[src/rtl/uart_pkg.sv]
// Shared UART definitions: frame FSM states, stop-bit encodings and the
// stop-period length helper used by both the transmitter and the receiver.
package uart_pkg;

  typedef enum logic [2:0] {
    IDLE,
    START,
    DATA,
    PARITY,
    STOP
  } uart_state_t;

  localparam logic [1:0] SB_1   = 2'b00;
  localparam logic [1:0] SB_1P5 = 2'b01;
  localparam logic [1:0] SB_2   = 2'b10;

  // 2'b11 is treated as two stop bits
  function automatic int unsigned stop_ticks(input logic [1:0] stop_bits,
                                             input int unsigned ovrsampling);
    case (stop_bits)
      SB_1:    return ovrsampling;
      SB_1P5:  return (3 * ovrsampling) / 2;
      default: return 2 * ovrsampling;
    endcase
  endfunction

endpackage

[src/rtl/uart_tx_engine.sv]
// UART transmitter: serialises one latched character per request using the
// shared oversampling tick; frame format is captured at accept time.
module uart_tx_engine
  import uart_pkg::*;
#(
  parameter int unsigned OVRSAMPLING = 16,
  parameter int unsigned SB_TICK_W   = 6
) (
  input  logic       clk,
  input  logic       reset,
  input  logic       s_tick,
  input  logic       tx_start,
  input  logic [7:0] din,
  input  logic       data_bit,
  input  logic       parity_en,
  input  logic       parity_pol,
  input  logic [1:0] stop_bits,
  output logic       tx_done_tick,
  output logic       tx_busy,
  output logic       tx
);

  localparam logic [SB_TICK_W-1:0] BIT_END = SB_TICK_W'(OVRSAMPLING - 1);

  uart_state_t          state;
  logic [SB_TICK_W-1:0] s_cnt;
  logic [2:0]           n;
  logic [7:0]           shift;
  logic                 data_bit_r;
  logic                 parity_en_r;
  logic                 parity_r;
  logic [1:0]           stop_bits_r;

  logic [SB_TICK_W-1:0] stop_end;
  logic [2:0]           last_bit;
  logic                 parity_calc;

  always_comb begin
    stop_end    = SB_TICK_W'(stop_ticks(stop_bits_r, OVRSAMPLING) - 1);
    last_bit    = data_bit_r ? 3'd7 : 3'd6;
    // even parity is the XOR of the transmitted data bits, odd is its inverse
    parity_calc = (^(data_bit ? din : {1'b0, din[6:0]})) ^ ~parity_pol;
  end

  always_ff @(posedge clk) begin
    if (reset) begin
      state        <= IDLE;
      s_cnt        <= '0;
      n            <= '0;
      shift        <= '0;
      data_bit_r   <= 1'b0;
      parity_en_r  <= 1'b0;
      parity_r     <= 1'b0;
      stop_bits_r  <= '0;
      tx           <= 1'b1;
      tx_busy      <= 1'b0;
      tx_done_tick <= 1'b0;
    end else begin
      tx_done_tick <= 1'b0;
      case (state)
        IDLE: begin
          tx <= 1'b1;
          if (tx_start) begin
            shift       <= din;
            data_bit_r  <= data_bit;
            parity_en_r <= parity_en;
            parity_r    <= parity_calc;
            stop_bits_r <= stop_bits;
            s_cnt       <= '0;
            tx          <= 1'b0;
            tx_busy     <= 1'b1;
            state       <= START;
          end
        end
        START: if (s_tick) begin
          if (s_cnt == BIT_END) begin
            s_cnt <= '0;
            n     <= '0;
            tx    <= shift[0];
            state <= DATA;
          end else begin
            s_cnt <= s_cnt + SB_TICK_W'(1);
          end
        end
        DATA: if (s_tick) begin
          if (s_cnt == BIT_END) begin
            s_cnt <= '0;
            shift <= shift >> 1;
            if (n == last_bit) begin
              if (parity_en_r) begin
                tx    <= parity_r;
                state <= PARITY;
              end else begin
                tx    <= 1'b1;
                state <= STOP;
              end
            end else begin
              n  <= n + 3'd1;
              tx <= shift[1];
            end
          end else begin
            s_cnt <= s_cnt + SB_TICK_W'(1);
          end
        end
        PARITY: if (s_tick) begin
          if (s_cnt == BIT_END) begin
            s_cnt <= '0;
            tx    <= 1'b1;
            state <= STOP;
          end else begin
            s_cnt <= s_cnt + SB_TICK_W'(1);
          end
        end
        STOP: if (s_tick) begin
          if (s_cnt == stop_end) begin
            s_cnt        <= '0;
            tx_done_tick <= 1'b1;
            tx_busy      <= 1'b0;
            state        <= IDLE;
          end else begin
            s_cnt <= s_cnt + SB_TICK_W'(1);
          end
        end
        default: state <= IDLE;
      endcase
    end
  end

endmodule
[config.mk]
export PLATFORM = sky130hd
export DESIGN_NAME = uart_tx_engine
export DESIGN_NICKNAME = d
export VERILOG_FILES = /design/src/rtl/uart_pkg.sv /design/src/rtl/uart_tx_engine.sv
export SDC_FILE = /design/constraint.sdc
export NUM_CORES = 1
export LEC_CHECK = 0
export BUFFER_PORTS_ARGS = -buffer_cell sky130_fd_sc_hd__buf_2
export CORE_ASPECT_RATIO = 0.8
export CORE_MARGIN = 4
export CORE_UTILIZATION = 57
export CTS_CLUSTER_SIZE = 40
export DETAILED_ROUTE_END_ITERATION = 12
export PLACE_DENSITY = 0.86
export REMOVE_ABC_BUFFERS = 1
export SKIP_CTS_REPAIR_TIMING = 1
export SYNTH_ARGS = -nofsm -noshare
export SYNTH_HDL_FRONTEND = slang
export SYNTH_SLANG_ARGS = --single-unit
[constraint.sdc]
create_clock -name clk -period 2.3 [get_ports clk]
set_input_delay 0.345 -clock clk [delete_from_list [all_inputs] [get_ports clk]]
set_output_delay 0.345 -clock clk [all_outputs]
set_load 0.05 [all_outputs]
==> results.toml <==
[cts]
h-tree-depth = 1
clk_latency_ns = 0.34
cts.sinks = 28
cts.clk_slew.worst_paths_ns = 0.17
clockBufferDepth = 2
cts_tree = "built"
cts_buffers = 3
cts-root-buf = "clkbuf_4"

[route]
final_antenna_net_count = 0
dr_total_vias = 1596
wl_per_cell_um = 15.1
first_pass_iters = 4
drc = 0
drt-total-wl_um = 3930
drt_iter0_drc = 143
via_per_inst = 6.14

[global_routing]
use_met1 = 0.347
grt_first_pass_wirelength_um = 6560
busiest_layer = "met1"
grt_overflow = 0
antenna_found_initial = 0
track_usage = 0.218
grt_pass1_vias = 1386
use_met3 = 0.0540
grt_max_degree = 28
met2_usage = 0.297

[job]
max_cap_violations = 0

[critical_path]
setup.worst_path.class = "reg -> reg"
cp_data_arrival_time_ns = 2.10
crit_path_start_kind = "flop"
crit_path_end_kind = "flop"
worstPathRequired_ns = 2.53
crit_fanout = 8

[synth]
synthTopCellsByArea = "dfxtp_1, nand2_1, xnor2_1"
async_flop_share = 0
synth_edf_count = 0
syn_inst = 206
ys_seq_elements = 28
ys_warn_count = 0
synth_cell_types = 53
synth_top_area_frac = 0.337
syn-cell-area_um2 = 1660
yosys.area.top_type = "dfxtp_1"
syn_area_per_cell_um2 = 8.07
synth_flop_cell = "dfxtp_1"
synth_seq_area_share = 0.337

[floorplanning]
dieArea_um2 = 3850
start_util = 0.601
chipWidth_um = 68.4
fp.dieH_um = 56.3
std_cell_rows = 17
ios = 20
coreArea_um2 = 2770

[place]
routabilityCongestion = 0.843
place_area_um2 = 1770
dpl.cell_count = 256
port-buffer-count = 19
dp_hpwl_um = 2950

[layout]
stdcell_count = 260
final_area_um2 = 1820
fin_nets = 242
area_delta_synth_final_pct = 9.64
diodes = 0
drive_above_1_share = 0.171
fillers = 225

[timing]
min_period_ns = 1.87
worst_pin_slew_ns = 0.560
fmax_mhz = 534
finalSetupViolations = 0
period_share = 0.815
finalMaxSlewViolations = 0
timing.slew.headroom = 0.626
clock_skew_ns = 0.0187
setup-tns-final_ns = 0
hold_violations = 0
rsz0062_at_grt = "no"
whs_ns = 0.213

[power_and_ir_drop]
ir_drop_uv = 549
p_leak_uw = 0.000696
p_per_area_nw_per_um2 = 893

[min_path]
hp-class = "in -> reg"

[outcome]
status = "finished, final reports clean"
[critical path, stage by stage (launching register included)]
cell and delay [ns]:
dfxtp_1 0.42, or3_1 0.41, a211oi_2 0.32, a21boi_2 0.18, o311ai_1 0.33, nand2_1 0.09
[path summary, 6_finish.rpt]
check                   startpoint  slack [ns]                     endpoint  cells after the start
max          s_cnt[4]$_SDFFE_PP0P_        0.43        state[1]$_SDFFE_PP0P_                      5
min                   stop_bits[1]        0.21  stop_bits_r[1]$_SDFFE_PP0P_                      3
max reg2reg  s_cnt[4]$_SDFFE_PP0P_        0.43        state[1]$_SDFFE_PP0P_                      5
min reg2reg  shift[4]$_SDFFE_PP0P_        0.48        shift[3]$_SDFFE_PP0P_                      2
[state kept, by name, indices dropped and copies added (netlist names)]
register,flops
shift,8
s_cnt,6
n,3
state,3
stop_bits_r,2
data_bit_r,1
parity_en_r,1
parity_r,1
tx,1
tx_busy,1
tx_done_tick,1
[synthesized netlist by cell type (all sizes together) (3+ instances only)]
cell    instances
a211o           3
a211oi          5
a21oi          12
a311oi          6
and2            3
buf             4
clkbuf          6
dfxtp          28
inv             3
nand2          33
nand3          12
nand4           3
nor2           19
nor2b           3
nor3            9
o211ai          3
o21ai           6
o311ai          3
or3             4
xnor2           8
[report_power, final]
group	leakage, uW	internal, uW	switching, uW
Combinational	0.000439	241	396
Sequential	0.000229	563	97.5
Clock	0.0000279	176	154
[routing by layer]
layer / routed length [um] / part of all wire
met1: 1910 / 0.49
met2: 1690 / 0.43
met3: 310 / 0.079
met4: 22 / 0.0056
met5: 0 / 0
[area by class of cell]
type	instances	area, um^2	share of cell area
multi-input cells	165	1030	0.567
flip-flops and latches	28	561	0.308
repair buffers	22	118	0.0646
well taps	38	47.5	0.0261
clock inverters	1	30.0	0.0165
clock buffers	3	22.5	0.0124
inverters	3	11.3	0.00618
[cell families after synthesis]
group / share of synthesized area
simple gates: 0.279
compound gates: 0.263
flops: 0.337
buf+inv: 0.0414
xor+xnor: 0.0527
mux: 0.0120
fa+ha+maj: 0.0151
[stage by stage]
stage	setup WS [ns]	util	power, uW
floorplan	0.570	-	1120
global placement	0.539	0.640	1270
detailed placement	0.458	0.640	1290
CTS	0.439	0.659	1620
global route	0.319	0.659	1730
finish	0.427	0.659	1630
[cell usage in the layout, fill, tap and decap left out, types with 2 or more instances in the layout]
| cell | count |
|---|---|
| a211o_1 | 3 |
| o21ai_1 | 3 |
| nand3_1 | 12 |
| nor3_1 | 7 |
| nand2b_1 | 2 |
| a31oi_1 | 2 |
| inv_1 | 3 |
| mux2i_1 | 2 |
| buf_2 | 19 |
| ha_1 | 2 |
| nor2_2 | 2 |
| nand4_1 | 3 |
| and2_1 | 3 |
| o211ai_1 | 3 |
| dfxtp_1 | 28 |
| a311oi_1 | 6 |
| o31ai_1 | 2 |
| or3_1 | 3 |
| xnor2_1 | 8 |
| buf_4 | 3 |
| o311ai_1 | 3 |
| nor2b_1 | 3 |
| a21oi_1 | 12 |
| nor2_1 | 17 |
| o21ai_0 | 3 |
| nand3b_1 | 2 |
| nand2_1 | 33 |
| xor2_1 | 2 |
| nor3_2 | 2 |
| clkbuf_4 | 3 |
| a211oi_1 | 4 |
Power figures use the tool's default switching activity.
